==> src/rtl/mag_agc_pkg.sv <==
// Shared definitions for the magnitude-branch AGC: state encoding, gain width
// and saturating 16-bit arithmetic helpers.
package mag_agc_pkg;

  localparam int unsigned GAIN_W = 16;

  localparam logic [1:0] ST_IDLE     = 2'd0;
  localparam logic [1:0] ST_MEASURE  = 2'd1;
  localparam logic [1:0] ST_WAIT_EOP = 2'd2;
  localparam logic [1:0] ST_APPLY    = 2'd3;

  typedef enum logic [1:0] {
    IDLE     = ST_IDLE,
    MEASURE  = ST_MEASURE,
    WAIT_EOP = ST_WAIT_EOP,
    APPLY    = ST_APPLY
  } state_t;

  // a + b, saturating at all-ones
  function automatic logic [GAIN_W-1:0] sat_add(input logic [GAIN_W-1:0] a,
                                                input logic [GAIN_W-1:0] b);
    logic [GAIN_W:0] s;
    s = {1'b0, a} + {1'b0, b};
    return s[GAIN_W] ? {GAIN_W{1'b1}} : s[GAIN_W-1:0];
  endfunction

  // a - b, saturating at zero
  function automatic logic [GAIN_W-1:0] sat_sub(input logic [GAIN_W-1:0] a,
                                                input logic [GAIN_W-1:0] b);
    logic [GAIN_W:0] s;
    s = {1'b0, a} - {1'b0, b};
    return s[GAIN_W] ? {GAIN_W{1'b0}} : s[GAIN_W-1:0];
  endfunction

endpackage

==> src/rtl/mag_agc_ctrl_if.sv <==
// Monitored magnitude AXI stream bundle.
//   mon_tdata  : unsigned magnitude sample
//   mon_tvalid : stream valid
//   mon_tready : stream ready (beat = tvalid & tready)
//   mon_tlast  : end of packet
// master = stream source side, slave = passive observer (the AGC).
interface mag_agc_ctrl_if;
  logic [mag_agc_pkg::GAIN_W-1:0] mon_tdata;
  logic                           mon_tvalid;
  logic                           mon_tready;
  logic                           mon_tlast;

  modport master (output mon_tdata, output mon_tvalid, output mon_tready, output mon_tlast);
  modport slave  (input  mon_tdata, input  mon_tvalid, input  mon_tready, input  mon_tlast);
endinterface

==> src/rtl/mag_peak_window.sv <==
// Windowed peak detector with sample counter.
//   clk, rst_n : clock, async active-low reset
//   clear      : restart the window (peak and count to zero)
//   beat       : a sample is accepted this cycle
//   sample     : sample value
//   done_c     : this beat completes the 2^WINDOW_LOG2 window (combinational)
//   peak_c     : running peak including this cycle's beat (combinational)
module mag_peak_window
  import mag_agc_pkg::*;
#(
  parameter int unsigned WINDOW_LOG2 = 10
) (
  input  logic              clk,
  input  logic              rst_n,
  input  logic              clear,
  input  logic              beat,
  input  logic [GAIN_W-1:0] sample,
  output logic              done_c,
  output logic [GAIN_W-1:0] peak_c
);

  localparam int unsigned CNT_W = WINDOW_LOG2;

  logic [CNT_W-1:0]  count_q;
  logic [GAIN_W-1:0] peak_q;

  assign done_c = beat && (&count_q);
  assign peak_c = (beat && (sample > peak_q)) ? sample : peak_q;

  // Accumulate; a completed window restarts itself so the next one begins clean
  always_ff @(posedge clk or negedge rst_n) begin
    if (!rst_n) begin
      count_q <= '0;
      peak_q  <= '0;
    end else if (clear || done_c) begin
      count_q <= '0;
      peak_q  <= '0;
    end else if (beat) begin
      count_q <= count_q + CNT_W'(1);
      peak_q  <= peak_c;
    end
  end

endmodule

==> src/rtl/mag_agc_ctrl.sv <==
// Automatic gain controller for the magnitude branch. Measures window peaks on
// the monitored stream and steps gain toward target_level with hysteresis,
// applying changes only after a packet boundary.
//   ce_clk, ce_rst_n : clock, async active-low reset
//   mon              : monitored stream (slave modport, observation only)
//   agc_en           : 1 = automatic, 0 = manual (gain follows manual_gain)
//   manual_gain      : manual gain / seed on entry to auto
//   target_level, hysteresis, attack_step, decay_step, gain_min, gain_max
//   gain, gain_stb   : gain to multiplier, one-cycle pulse on auto change
//   last_peak        : peak of most recent completed window
//   state_o          : FSM state readback
// Optional: `define MAG_AGC_TIMEOUT_EN adds a WAIT_EOP timeout (TIMEOUT_CYCLES)
//           and the sticky timeout_flag output.
module mag_agc_ctrl
  import mag_agc_pkg::*;
#(
  parameter int unsigned       WINDOW_LOG2 = 10,
  parameter logic [GAIN_W-1:0] RESET_GAIN  = 16'h1000
`ifdef MAG_AGC_TIMEOUT_EN
  , parameter int unsigned     TIMEOUT_CYCLES = 65535
`endif
) (
  input  logic              ce_clk,
  input  logic              ce_rst_n,
  mag_agc_ctrl_if.slave     mon,
  input  logic              agc_en,
  input  logic [GAIN_W-1:0] manual_gain,
  input  logic [GAIN_W-1:0] target_level,
  input  logic [GAIN_W-1:0] hysteresis,
  input  logic [GAIN_W-1:0] attack_step,
  input  logic [GAIN_W-1:0] decay_step,
  input  logic [GAIN_W-1:0] gain_min,
  input  logic [GAIN_W-1:0] gain_max,
  output logic [GAIN_W-1:0] gain,
  output logic              gain_stb,
  output logic [GAIN_W-1:0] last_peak,
  output logic [1:0]        state_o
`ifdef MAG_AGC_TIMEOUT_EN
  , output logic            timeout_flag
`endif
);

  state_t            state_q, state_d;
  logic [GAIN_W-1:0] gain_q, gain_d;
  logic [GAIN_W-1:0] gain_next_q, gain_next_d;
  logic [GAIN_W-1:0] last_peak_q, last_peak_d;
  logic              stb_q, stb_d;
  logic              mon_beat_c, win_beat_c, win_clear_c, win_done_c;
  logic [GAIN_W-1:0] win_peak_c;

  assign mon_beat_c = mon.mon_tvalid && mon.mon_tready;

  mag_peak_window #(.WINDOW_LOG2(WINDOW_LOG2)) u_win (
    .clk    (ce_clk),
    .rst_n  (ce_rst_n),
    .clear  (win_clear_c),
    .beat   (win_beat_c),
    .sample (mon.mon_tdata),
    .done_c (win_done_c),
    .peak_c (win_peak_c)
  );

  // Next gain from a window peak; an illegal clamp pair (min > max) yields gain_max
  function automatic logic [GAIN_W-1:0] calc_gain(input logic [GAIN_W-1:0] peak,
                                                  input logic [GAIN_W-1:0] cur);
    logic [GAIN_W-1:0] hi, lo, t;
    hi = sat_add(target_level, hysteresis);
    lo = sat_sub(target_level, hysteresis);
    calc_gain = cur;
    if (peak > hi) begin
      t = sat_sub(cur, attack_step);
      calc_gain = (t < gain_min) ? gain_min : t;
      if (gain_min > gain_max) calc_gain = gain_max;
    end else if (peak < lo) begin
      t = sat_add(cur, decay_step);
      calc_gain = (t > gain_max) ? gain_max : t;
      if (gain_min > gain_max) calc_gain = gain_max;
    end
  endfunction

`ifdef MAG_AGC_TIMEOUT_EN
  localparam int unsigned TO_W = $clog2(TIMEOUT_CYCLES + 1);
  logic [TO_W-1:0] timer_q, timer_d;
  logic            tflag_q, tflag_d;
`endif

  // Next-state and registered-output logic
  always_comb begin
    state_d     = state_q;
    gain_d      = gain_q;
    gain_next_d = gain_next_q;
    last_peak_d = last_peak_q;
    stb_d       = 1'b0;
    win_beat_c  = 1'b0;
    win_clear_c = 1'b0;
`ifdef MAG_AGC_TIMEOUT_EN
    tflag_d = tflag_q;
    timer_d = (state_q == WAIT_EOP) ? timer_q + TO_W'(1) : '0;
`endif
    if (!agc_en) begin
      state_d     = IDLE;
      gain_d      = manual_gain;
      win_clear_c = 1'b1;
`ifdef MAG_AGC_TIMEOUT_EN
      tflag_d = 1'b0;
`endif
    end else begin
      case (state_q)
        IDLE: begin
          gain_d      = manual_gain;
          state_d     = MEASURE;
          win_clear_c = 1'b1;
        end
        MEASURE: begin
          win_beat_c = mon_beat_c;
          if (win_done_c) begin
            last_peak_d = win_peak_c;
            gain_next_d = calc_gain(win_peak_c, gain_q);
            state_d     = WAIT_EOP;
          end
        end
        WAIT_EOP: begin
          if (gain_next_q == gain_q) begin
            state_d     = MEASURE;
            win_clear_c = 1'b1;
          end else if (mon_beat_c && mon.mon_tlast) begin
            state_d = APPLY;
            gain_d  = gain_next_q;
            stb_d   = 1'b1;
          end
`ifdef MAG_AGC_TIMEOUT_EN
          else if (timer_q == TO_W'(TIMEOUT_CYCLES - 1)) begin
            state_d = APPLY;
            gain_d  = gain_next_q;
            stb_d   = 1'b1;
            tflag_d = 1'b1;
          end
`endif
        end
        APPLY: begin
          state_d     = MEASURE;
          win_clear_c = 1'b1;
        end
        default: state_d = IDLE;
      endcase
    end
  end

  // State and output registers
  always_ff @(posedge ce_clk or negedge ce_rst_n) begin
    if (!ce_rst_n) begin
      state_q     <= IDLE;
      gain_q      <= RESET_GAIN;
      gain_next_q <= RESET_GAIN;
      last_peak_q <= '0;
      stb_q       <= 1'b0;
    end else begin
      state_q     <= state_d;
      gain_q      <= gain_d;
      gain_next_q <= gain_next_d;
      last_peak_q <= last_peak_d;
      stb_q       <= stb_d;
    end
  end

`ifdef MAG_AGC_TIMEOUT_EN
  // WAIT_EOP timer and sticky timeout status
  always_ff @(posedge ce_clk or negedge ce_rst_n) begin
    if (!ce_rst_n) begin
      timer_q <= '0;
      tflag_q <= 1'b0;
    end else begin
      timer_q <= timer_d;
      tflag_q <= tflag_d;
    end
  end
  assign timeout_flag = tflag_q;
`endif

  assign gain      = gain_q;
  assign gain_stb  = stb_q;
  assign last_peak = last_peak_q;
  assign state_o   = state_q;

endmodule

==> src/flat_wrapper.sv <==
// flat-port wrapper written by rule: the top's interface ports become plain ports
module mag_agc_ctrl_flat import mag_agc_pkg::*;
#(
  parameter int unsigned       WINDOW_LOG2 = 10,
  parameter logic [GAIN_W-1:0] RESET_GAIN  = 16'h1000

)
  (ce_clk, ce_rst_n, agc_en, manual_gain, target_level, hysteresis, attack_step, decay_step, gain_min, gain_max, gain, gain_stb, last_peak, state_o, mon_mon_tdata, mon_mon_tvalid, mon_mon_tready, mon_mon_tlast);
  mag_agc_ctrl_if mon_i ();
  input  logic ce_clk;
  input  logic ce_rst_n;
  input  logic agc_en;
  input  logic [GAIN_W-1:0] manual_gain;
  input  logic [GAIN_W-1:0] target_level;
  input  logic [GAIN_W-1:0] hysteresis;
  input  logic [GAIN_W-1:0] attack_step;
  input  logic [GAIN_W-1:0] decay_step;
  input  logic [GAIN_W-1:0] gain_min;
  input  logic [GAIN_W-1:0] gain_max;
  output logic [GAIN_W-1:0] gain;
  output logic gain_stb;
  output logic [GAIN_W-1:0] last_peak;
  output logic [1:0] state_o;
  input wire logic [$bits(mon_i.mon_tdata)-1:0] mon_mon_tdata;
  input wire logic [$bits(mon_i.mon_tvalid)-1:0] mon_mon_tvalid;
  input wire logic [$bits(mon_i.mon_tready)-1:0] mon_mon_tready;
  input wire logic [$bits(mon_i.mon_tlast)-1:0] mon_mon_tlast;
  assign mon_i.mon_tdata = mon_mon_tdata;
  assign mon_i.mon_tvalid = mon_mon_tvalid;
  assign mon_i.mon_tready = mon_mon_tready;
  assign mon_i.mon_tlast = mon_mon_tlast;
  mag_agc_ctrl #(.WINDOW_LOG2(WINDOW_LOG2), .RESET_GAIN(RESET_GAIN)) u_core (.ce_clk(ce_clk), .ce_rst_n(ce_rst_n), .mon(mon_i), .agc_en(agc_en), .manual_gain(manual_gain), .target_level(target_level), .hysteresis(hysteresis), .attack_step(attack_step), .decay_step(decay_step), .gain_min(gain_min), .gain_max(gain_max), .gain(gain), .gain_stb(gain_stb), .last_peak(last_peak), .state_o(state_o));
endmodule
==> config.mk <==
export PLATFORM = sky130hd
export DESIGN_NAME = mag_agc_ctrl_flat
export DESIGN_NICKNAME = d
export VERILOG_FILES = /design/src/rtl/mag_agc_pkg.sv /design/src/rtl/mag_agc_ctrl_if.sv /design/src/rtl/mag_peak_window.sv /design/src/rtl/mag_agc_ctrl.sv /design/src/flat_wrapper.sv
export SDC_FILE = /design/constraint.sdc
export NUM_CORES = 1
export LEC_CHECK = 0
export BUFFER_PORTS_ARGS = -buffer_cell sky130_fd_sc_hd__clkbuf_2
export CAP_MARGIN = 20
export CORE_MARGIN = 4
export CORE_UTILIZATION = 40
export CTS_CLUSTER_DIAMETER = 100
export CTS_CLUSTER_SIZE = 40
export DETAILED_ROUTE_END_ITERATION = 8
export GPL_ROUTABILITY_DRIVEN = 0
export PLACE_DENSITY = 0.59
export SETUP_SLACK_MARGIN = 0.1
export SLEW_MARGIN = 25
export SYNTH_ARGS = -nofsm -noshare
export SYNTH_HDL_FRONTEND = slang
export SYNTH_SLANG_ARGS = --single-unit
==> constraint.sdc <==
create_clock -name ce_clk -period 5.69 [get_ports ce_clk]
set_input_delay 0.2845 -clock ce_clk [delete_from_list [all_inputs] [get_ports ce_clk]]
set_output_delay 0.2845 -clock ce_clk [all_outputs]
set_load 0.05 [all_outputs]
======== Yosys cells after proc, flatten, opt, wreduce, memory -nomap -nowiden ========
Cells that the tools add are included.
word-level totals
  flip-flop bits (word level) ............. 77
  input bits .............................. 134
  word-level logic and storage cells ...... 72
cells by class
  $add $sub $neg .......................... 5
  order comparisons ....................... 6
  equal/unequal tests ..................... 9
  muxes and demuxes ....................... 33
  reductions and logical operators ........ 12
operators by type and width
  kind                                                   number
  two-way mux 16 bit                                     16
  greater-than comparator 16 bit                         4
  adder 16 x 16 -> 17 bit                                2
  subtractor 16 x 16 -> 17 bit                           2
  less-than comparator 16 bit                            2
  case mux 16 bit (2 select lines)                       1
  two-way mux 10 bit                                     2
  == test 16 bit                                         1
  adder 10 x 1 -> 10 bit, second input constant          1
  AND reduction 10 bit                                   1
  two-way mux 1 bit                                      8
  two-way mux 2 bit                                      4
  inequality test 3 bit, second input constant           2
  case mux 2 bit (3 select lines)                        1
  AND reduction 3 bit                                    2
  == test 2 bit, second input constant                   2
  logical AND 1 bit                                      4
  inequality test 4 x 2 -> 1 bit, second input constant  1
  inequality test 3 x 1 -> 1 bit, second input constant  1
  inequality test 3 x 2 -> 1 bit, second input constant  1
  == test 2 x 1 -> 1 bit, second input constant          1
  zero test 2 bit                                        1
  case mux 1 bit (2 select lines)                        1
  AND reduction 2 bit                                    1
  3 further kinds                                        3

======== Longest topological paths before layout ========
Gate-level depths: netlist of run 1.
  depth in word-level cells ............... 8
  depth in mapped cells ................... 24

======== Hierarchy ========
A second synthesis of run 1 with hierarchy kept.
second synthesis, totals
  cells, all modules ...................... 1259
  area, all modules ....................... 9897.0 um2
by module, submodules not included
  module           times used  cells each  area an instance (um2)
  mag_agc_ctrl     1           1062        8042.7
  mag_peak_window  1           197         1854.3

======== Worst setup path after synthesis of run 1 ========
Ideal clock, no wire load.
  path type ............................... reg-to-reg
  from .................................... reg u_core.gain_q[0] (netlist: u_core.gain[0])
  to ...................................... reg u_core.gain_next_q[2]
  library setup time ...................... 124 ps
  data arrival time ....................... 5177 ps
  required time ........................... 5566 ps
  setup slack ............................. 389 ps
  stages on the path, launching flop included .. 22
  buffers on the path ..................... 3
  path through ............................ dfrtp_1 ha_1 fa_1 a211o_1 a21boi_1 o31ai_1 o41a_1 a211oi_2 buf_2 buf_2 nand2_1 ha_1 a211oi_1 o21bai_1 a2111oi_0 o211ai_1 a21oi_1 clkbuf_1 nand3_1 o2111ai_1 o21ai_0 a211o_1
between the ends
  longest elaborated chain between the ends .. 7
  elaborated cells between the ends (all ways) .. 12
RTL lines
  element                         line                 source
  start, declared                 mag_agc_ctrl.sv:44   logic [GAIN_W-1:0] gain_q, gain_d;
  start signal, assigned          mag_agc_ctrl.sv:159  gain_q <= gain_d;
  adder 16 x 16 -> 17 bit         mag_agc_pkg.sv:23    s = {1'b0, a} + {1'b0, b};
  two-way mux 16 bit              mag_agc_pkg.sv:24    return s[GAIN_W] ? {GAIN_W{1'b1}} : s[GAIN_W-1:0];
  greater-than comparator 16 bit  mag_agc_ctrl.sv:76   calc_gain = (t > gain_max) ? gain_max : t;
  two-way mux 16 bit              mag_agc_ctrl.sv:76
  two-way mux 16 bit              mag_agc_ctrl.sv:77   if (gain_min > gain_max) calc_gain = gain_max;
  two-way mux 16 bit              mag_agc_ctrl.sv:74   end else if (peak < lo) begin
  two-way mux 16 bit (*)          mag_agc_ctrl.sv:70   if (peak > hi) begin
  end signal, assigned            mag_agc_ctrl.sv:160  gain_next_q <= gain_next_d;
  end, declared                   mag_agc_ctrl.sv:45   logic [GAIN_W-1:0] gain_next_q, gain_next_d;
Every way passes the cells marked *; elsewhere a longest branch is shown, timed or not.
A chain may end at the register's enable or synchronous reset.

======== Worst setup path in the final report of run 1 ========
  from .................................... reg u_core.gain_q[0] (netlist: u_core.gain[0])
  to ...................................... reg u_core.gain_next_q[0]
The elaborated chain is that of the path after synthesis.

==> results.cfg, run 1 <==
[yosys]
synthArstFlopShare_pct = 100
synth_common_cells = ha_1 (162), nand2_1 (138), inv_1 (128), o21ai_0 (98), nor2_1 (95)
ys.flop_type = dfrtp_1
ys_types = 84
yosysMostFrequentCell = ha_1
synth_edf_count = 0
synth_cells = 1274
ys_seq_elements = 77
syn_area_um2 = 9940
syn_area_per_cell_um2 = 7.80
netlist.area_leader.share_pct = 20.4
synth_largest_area_cell = ha_1
synth_area_leaders = ha_1 (20%), dfrtp_1 (19%), nand2_1 (5.2%)
synth-seq-area-share_pct = 19.4
synth_nets = 1574
ys_warn_count = 0

[detailed_routing]
viasPerCell = 5.57
post_drt_wl_per_cell_um = 18.1
wl_um = 32300
drc = 0
ant_nets = 0
dr.pass1.iters = 5
drtIter0Drc = 756
vias = 9909

[worst_setup_path]
crit_chain = ha_1, fa_1, a211o_1, a21boi_1, o31ai_1, o41a_1, a211oi_2, buf_4, nand2_1, ha_1, a211oi_1, o21bai_1, a2111oi_0, o211ai_1, a21oi_2, buf_6, nor2_1, a21oi_1, a21oi_1, a221oi_2
slowest_delay_ns = 0.49
rr_worst_depth = 20
crit_arrival_ns = 5.50
critical_path_depth = 20
critPathTopFamily = compound AO/OA/AOI/OAI gates
cp-end-kind = flip-flop
worstSetupPathType = reg2reg
setup.worst_path.start_class = flip-flop
path_buf_inv = 2
cp.required_ns = 5.92
critPathMaxFanout = 30
critPathSlowestCell = dfrtp_1

[clock_network]
clock_sinks = 77
cts_made_buffers = 9
root_buffer = clkbuf_16
ctsHtreeMaxLevel = 3
cts_hold_buf = 0
post_cts_buffers = 0
cts_tree = yes
clock_latency_ns = 0.34
clk_pin_slew_ns = 0.06
cts.repair.resized = 0
cts_buffer_depth = 2

[power]
irDropWorstVdd_uv = 229
leakage_nw = 5.86
p_per_area_nw_per_um2 = 341

[run_status]
violations = negative hold slack
outcome = complete, but fails checks

[grt]
grt_overflow = 0
grt_pass1_wl_um = 51300
grt_max_degree = 78
grt_pass1_vias = 9470
antenna_found_initial = 1
grt_usage_pct = 22.7

[timing]
fmax_mhz = 190
finalSetupViolCount = 0
relSlewSlack_pct = 36.0
hold_ws_ns = -0.0268
tightestPinTransition_ns = 0.958
hold_viol = 16
setup-tns-final_ns = 0
rsz0062_at_grt = false
finalCriticalPeriod_ns = 5.27
skew_ns = 0.0108
finalCritPeriodShare_pct = 92.6
slew_violations = 0

[floorplan]
io_pins = 169
std_cell_rows = 57
start_util_pct = 40.8
die_h_um = 166
die-area_um2 = 27400
die_x_um = 166
core_area_um2 = 24400

[final_layout]
finalNonFillerCells = 1779
postLayoutCellArea_um2 = 11600
final_nets = 1750
area_growth_pct = 16.9
fillers = 2490
n_antenna_cell = 0
drive_above_1_share_pct = 17.9

[placed_design]
dp_hpwl_um = 26800
io_buffer_count = 168
dp_cells = 1763
dpl_cell_area_um2 = 11300

[job]
drv_cap = 0

[worst_hold_path]
min_path_type = in2async
## cell type report
class                           count  area (µm²)  share of cell area (%)
Clock buffer                       12         256                    2.21
Timing Repair Buffer              206        1160                    9.99
Clock inverter                      4        32.5                   0.280
Tap cell                          324         405                    3.49
Multi-Input combinational cell   1028        7360                    63.3
Sequential cell                    77        1930                    16.6
Inverter                          128         480                    4.13
## registers in the layout (all words and copies together) (netlist names)
name                  count
u_core.gain_stb           1
u_core.u_win.peak_q      16
u_core.last_peak         16
u_core.state_o            2
u_core.gain_next_q       16
u_core.gain              16
u_core.u_win.count_q     10
## power breakdown
part	switching, W	internal, W
combinational	0.00166	0.00104
sequential	0.000112	0.000598
clock	0.000234	0.000321
total	0.00201	0.00196
## per-layer routing
layer	vias to the layer above	GRT usage (%)	share of wire, %
met5	-	0	0.040
met4	2	5.85	2.3
met3	39	3.60	6.6
met2	307	35.2	44
met1	4613	33.1	47
li1	4948	-	-
## layout by cell type (no fill, tap or decap), types with 21 or more instances in the layout
cell      instances
inv_1           128
a211oi_1         21
nand2_1         138
ha_1            162
xnor2_1          45
nand4_1          26
nor2_1           95
nor3_1           22
dfrtp_1          75
clkbuf_2        167
a21oi_1          89
buf_4            35
o21ai_0          98
## path summary, 6_finish.rpt
| check | end | slack (ns) | start |
|---|---|---|---|
| max | u_core.gain_next_q[0] | 0.42 | u_core.gain[0] |
| min | u_core.u_win.peak_q[13] | -0.03 | ce_rst_n |
| max reg2reg | u_core.gain_next_q[0] | 0.42 | u_core.gain[0] |
| min reg2reg | u_core.u_win.peak_q[4] | 0.48 | u_core.u_win.peak_q[4] |
| max in group asynchronous | u_core.last_peak[12] | 5.18 | ce_rst_n |
| min in group ce_clk | u_core.gain[12] | 0.25 | manual_gain[12] |
## per-stage QoR
step | worst slack (ns) | hold slack, ns | power (W) | util, %
floorplan | 0.389 | -0.0111 | 0.00254 | -
global placement | 0.219 | 0.464 | 0.00334 | 46.4
detailed placement | 0.108 | 0.472 | 0.00337 | 46.4
CTS | 0.267 | 0.165 | 0.00394 | 47.6
global route | 0.160 | 0.0536 | 0.00427 | 47.7
finish | 0.421 | -0.0268 | 0.00396 | 47.7
## cell families after synthesis
group | share of synthesized area [%]
buf+inv | 6.78
xor+xnor | 5.64
mux | 2.47
compound gates | 25.9
fa+ha+maj | 21.2
flops | 19.4
simple gates | 18.6
(Power assumes the default switching activity.)
==> run 2: changes to the inputs <==
--- a/config.mk
+++ b/config.mk
@@ -9,6 +9,7 @@
 export CAP_MARGIN = 20
 export CORE_MARGIN = 4
 export CORE_UTILIZATION = 40
+export CTS_BUF_LIST = sky130_fd_sc_hd__clkbuf_4
 export CTS_CLUSTER_DIAMETER = 100
 export CTS_CLUSTER_SIZE = 40
 export DETAILED_ROUTE_END_ITERATION = 8
==> run 2 against run 1 <==
Against the previous run:
- largest cell class unchanged
- global-route usage is essentially flat
- routed wire length fell by 0.24%
- first-iteration DRC count fell by 3.6%
- utilization shrank 0.68 points
- largest power group unchanged
- the flow now finishes without violations
- die area unchanged
==> results.cfg, run 2 (synthesized netlist as in run 1, its figures left out) <==
[timing]
setup-tns-final_ns = 0
hold_viol = 0
hold_ws_ns = 0.131
rsz0062_at_grt = false
finalCritPeriodShare_pct = 93.5
skew_ns = 0.0209
relSlewSlack_pct = 36.7
finalSetupViolCount = 0
fmax_mhz = 188
tightestPinTransition_ns = 0.947
slew_violations = 0
finalCriticalPeriod_ns = 5.32

[worst_setup_path]
critPathSlowestCell = dfrtp_1
rr_worst_depth = 20
setup.worst_path.start_class = flip-flop
cp-end-kind = flip-flop
worstSetupPathType = reg2reg
crit_arrival_ns = 5.67
worstSetupEndpoint = u_core.gain_next_q[7]
cp.required_ns = 6.04
worstReg2RegEnd = u_core.gain_next_q[7]
ff2ff_setup_slack_ns = 0.37
slowest_delay_ns = 0.52
timing.rr.start = u_core.gain[0]
critPathMaxFanout = 30
crit_start = u_core.gain[0]
crit_chain = ha_1, fa_1, a211o_1, a21boi_1, o31ai_1, o41a_1, a211oi_2, buf_4, nand2_1, ha_1, a211oi_1, o21bai_1, a2111oi_0, o211ai_1, a21oi_2, buf_4, nor2_1, a31oi_1, a21oi_1, o31ai_1

[final_layout]
final_util_pct = 47.0
drive_above_1_share_pct = 17.8
area_growth_pct = 15.3
mostFrequentLayoutCells = clkbuf_2 (167), ha_1 (162), nand2_1 (138)
final_nets = 1751
mostFrequentLayoutCell = clkbuf_2
finalNonFillerCells = 1781
fillers = 2503

[clock_network]
clk_pin_slew_ns = 0.14
clock_sinks = 77
clock_latency_ns = 0.45
ctsHtreeMaxLevel = 3
cts_buffer_depth = 2
cts_made_buffers = 9
root_buffer = clkbuf_4
cts_tree = yes

[detailed_routing]
post_drt_wl_per_cell_um = 18.1
drc = 0
wl_met2_um = 14100
drtIter0Drc = 729
dr.pass1.iters = 5
vias = 9904
ant_nets = 0
wl_um = 32200
wl_met1_um = 15200
wl_met3_um = 2150
viasPerCell = 5.56
topRoutingLayerUsed = met5

[placed_design]
io_buffer_count = 168
dp_hpwl_um = 26800
dp_cells = 1763

[floorplan]
core_area_um2 = 24400
die-area_um2 = 27400
die_x_um = 166
start_util_pct = 40.8
die_h_um = 166
std_cell_rows = 57
io_pins = 169

[grt]
grt_overflow = 0
grt_max_degree = 78
grt_pass1_vias = 9426
antenna_found_initial = 2
grt_usage_pct = 22.7
grt_pass1_wl_um = 51200

[power]
p_per_area_nw_per_um2 = 323
irDropWorstVdd_uv = 229
leakage_nw = 5.78

[worst_hold_path]
min_path_type = in2reg

[run_status]
outcome = finished, final reports clean

[job]
drv_cap = 0
[run 2: worst min-delay path by stage]
stage,start,to,depth (start not counted)
2_1_floorplan,ce_rst_n,u_core.gain[0],0
3_3_place_gp,u_core.u_win.peak_q[3],u_core.u_win.peak_q[3],2
3_5_place_dp,u_core.u_win.peak_q[9],u_core.u_win.peak_q[9],2
4_1_cts,ce_rst_n,u_core.last_peak[0],1
5_1_grt,manual_gain[12],u_core.gain[12],3
6_report,manual_gain[12],u_core.gain[12],3
[run 2: critical path, delay by kind of cell (launching register included)]
family,cells,cell delay (ns)
AND/OR/NAND/NOR,2,0.16
AO/OA/AOI/OAI,13,2.92
flip-flops,1,0.52
adder cells (fa/ha/maj),3,1.01
buffers and inverters,2,0.59
[run 2: area by class of cell]
cell class	instances	area [µm²]	area share (%)
multi-input combinational	1028	7360	64.2
sequential	77	1930	16.8
timing repair buffer	207	1170	10.2
inverter	128	480	4.19
tap	324	405	3.54
clock buffer	10	75.1	0.655
clock inverter	6	40.0	0.349
antenna	1	2.50	0.0218
[run 2: through the flow]
step	setup WS, ns	total power, W	cell area [µm²]
CTS	0.264	0.00368	11400
global placement	0.219	0.00334	11300
detailed placement	0.108	0.00337	11300
global route	0.104	0.00401	11500
floorplan	0.389	0.00254	9940
finish	0.371	0.00370	11500
[run 2: power by group]
| part | switching (W) | internal [W] |
|---|---|---|
| sequential | 0.000112 | 0.000597 |
| clock | 0.000206 | 0.0000932 |
| combinational | 0.00166 | 0.00103 |
[run 2: layer usage]
metal | track usage (%) | vias to the layer above
met5 | 0 | -
met4 | 5.77 | 2
met2 | 35.1 | 314
met3 | 3.65 | 39
li1 | - | 4951
met1 | 33.1 | 4598
[run 2: timing repair]
action / in CTS / in global routing
hold endpoints to repair: 0 / 75
hold buffers: 0 / 1
resized for setup: 0 / 2
endpoints found under the setup margin: 0 / 9
buffers inserted: 0 / 0
==> run 3: changes to the inputs <==
--- a/config.mk
+++ b/config.mk
@@ -8,13 +8,13 @@
 export BUFFER_PORTS_ARGS = -buffer_cell sky130_fd_sc_hd__clkbuf_2
 export CAP_MARGIN = 20
 export CORE_MARGIN = 4
-export CORE_UTILIZATION = 40
+export CORE_UTILIZATION = 60
 export CTS_BUF_LIST = sky130_fd_sc_hd__clkbuf_4
 export CTS_CLUSTER_DIAMETER = 100
 export CTS_CLUSTER_SIZE = 40
 export DETAILED_ROUTE_END_ITERATION = 8
 export GPL_ROUTABILITY_DRIVEN = 0
-export PLACE_DENSITY = 0.59
+export PLACE_DENSITY = 0.83
 export SETUP_SLACK_MARGIN = 0.1
 export SLEW_MARGIN = 25
 export SYNTH_ARGS = -nofsm -noshare
==> run 3 against run 2 <==
Against the previous run:
- count of clock-buffer cells in the layout unchanged
- via count grew 4.2%
- critical path depth rose by 1
- setup slack better by 0.096 ns
- clock skew is 0.0071 ns lower
- non-clock buffer count is 9 lower
- fmax rose by 1.8%
- first-iteration DRC count grew 19%
- final area down 1.5%
- critical path type unchanged
==> results.cfg, run 3 (synthesized netlist as in run 1, its figures left out) <==
[placed_design]
dp_hpwl_um = 24900
dp_worst_setup_slack_ns = 0.245
io_buffer_count = 168
dp_cells = 1646

[floorplan]
die_x_um = 137
io_pins = 169
std_cell_rows = 46
die_h_um = 137
die-area_um2 = 18700
core_area_um2 = 16100
start_util_pct = 61.9

[detailed_routing]
post_drt_wl_per_cell_um = 18.2
drtIter0Drc = 867
viasPerCell = 6.20
wl_um = 30200
dr.pass1.iters = 6
vias = 10316
drc = 0
ant_nets = 0

[power]
leakage_nw = 5.76
combPwrFrac_pct = 72.3
clockPowerShare_pct = 9.7
p_per_area_nw_per_um2 = 332
irDropWorstVdd_uv = 322
p_seq_share_pct = 18.0
p_sw_w = 0.00195
switching_share_pct = 52.0
intPower_w = 0.00180

[grt]
grt_pass1_vias = 9683
antenna_found_initial = 0
grt_overflow = 0
grt_usage_pct = 31.7
grt_util_met1_pct = 44.4
met2_usage_pct = 48.7
grt_util_met3_pct = 5.81
top_usage_layer = met2
grt_max_degree = 78
grt_pass1_wl_um = 47600

[worst_setup_path]
worstSetupPathType = reg2reg
crit_arrival_ns = 5.57
setup.worst_path.start_class = flip-flop
cp-end-kind = flip-flop
cp.required_ns = 6.04
critPathMaxFanout = 30

[clock_network]
cts_made_buffers = 9
ctsHtreeMaxLevel = 3
cts_buffer_depth = 2
clk_pin_slew_ns = 0.12
clock_latency_ns = 0.42
cts_tree = yes
root_buffer = clkbuf_4
clock_sinks = 77

[final_layout]
mostFrequentLayoutCells = clkbuf_2 (167), ha_1 (162), nand2_1 (138)
area_growth_pct = 13.5
finalNonFillerCells = 1663
mostFrequentLayoutCell = clkbuf_2
drive_above_1_share_pct = 17.2
final_util_pct = 70.3
final_nets = 1742

[timing]
finalCritPeriodShare_pct = 91.8
tightestPinTransition_ns = 0.931
worst_slack_ns = 0.467
finalSetupViolCount = 0
finalCriticalPeriod_ns = 5.22
slew_violations = 0
setup-tns-final_ns = 0
fmax_mhz = 191
rsz0062_at_grt = false
relSlewSlack_pct = 37.8
hold_viol = 0
skew_ns = 0.0138

[job]
drv_cap = 0

[run_status]
outcome = finished, final reports clean

[worst_hold_path]
min_path_type = in2reg
-- run 3: cell count changes in the layout (fill, tap and decap cells not counted) --
| cell | before | now |
|---|---|---|
| buf_4 | 36 | 28 |
| bufinv_16 | 0 | 2 |
| clkinv_4 | 2 | 0 |
| a211oi_2 | 3 | 2 |
| a211oi_4 | 0 | 1 |
| buf_12 | 2 | 1 |
| clkinv_1 | 2 | 1 |
| clkinv_2 | 0 | 1 |
| clkinvlp_4 | 2 | 1 |
| o21ai_1 | 10 | 11 |
| o21ai_2 | 3 | 2 |
-- run 3: final cells by class --
cell class	instances	area, µm²
clock buffer	10	75.1
multi-input combinational	1028	7360
timing repair buffer	198	1090
sequential	77	1930
tap	216	270
clock inverter	5	76.3
inverter	128	480
antenna	1	2.50
fill	1312	4770
-- run 3: final timing paths --
path | start | to | slack (ns) | depth (start not counted)
max in group asynchronous | ce_rst_n | u_core.u_win.peak_q[0] | 4.76 | 2
setup reg to reg | u_core.gain[0] | u_core.gain_next_q[4] | 0.47 | 21
setup / recovery | u_core.gain[0] | u_core.gain_next_q[4] | 0.47 | 21
hold / removal | manual_gain[12] | u_core.gain[12] | 0.15 | 3
min in group asynchronous | ce_rst_n | u_core.u_win.peak_q[4] | 0.46 | 2
hold reg to reg | u_core.last_peak[15] | u_core.last_peak[15] | 0.49 | 2
-- run 3: worst max-delay path: stages, from the launching register on --
cell       delay (ns)
dfrtp_1          0.40
buf_4            0.17
ha_1             0.23
fa_1             0.43
a211o_1          0.34
a21boi_1         0.20
o31ai_1          0.14
o41a_1           0.40
a211oi_4         0.35
buf_4            0.23
nand2_1          0.07
ha_1             0.30
o21ai_0          0.09
o21bai_1         0.08
a2111oi_0        0.40
o211ai_1         0.18
a21oi_2          0.21
buf_12           0.20
nor2_1           0.05
a311oi_1         0.39
o21ai_1          0.16
o211ai_1         0.12
-- run 3: stage by stage --
stage	cell area (µm²)	total power [W]	hold slack (ns)
after global routing	11300	0.00403	0.173
after floorplan	9940	0.00254	-0.0111
after CTS	11300	0.00367	0.0120
after global placement	11100	0.00323	0.462
after detailed placement	11100	0.00330	0.470
final	11300	0.00375	0.153
-- run 3: routing by layer --
metal  routed length [µm]  up-vias
li1                     -     4939
met1                12900     4733
met2                13100      546
met3                 3040       98
met4                 1130        0
met5                    0        -
-- run 3: power by group through the flow --
stage	Combinational (W)	Clock (W)	Sequential, W
after floorplan	0.00169	0	0.000850
after global placement	0.00255	0	0.000680
after detailed placement	0.00262	0	0.000681
after CTS	0.00264	0.000369	0.000671
after global routing	0.00296	0.000388	0.000677
final	0.00271	0.000365	0.000674
-- run 3: repair_timing --
| item | in CTS | in global routing |
|---|---|---|
| gates resized for setup | 0 | 2 |
| setup endpoints to repair | 0 | 13 |
| hold buffers | 0 | 1 |
| hold endpoints to repair | 0 | 75 |
| buffers inserted | 0 | 0 |
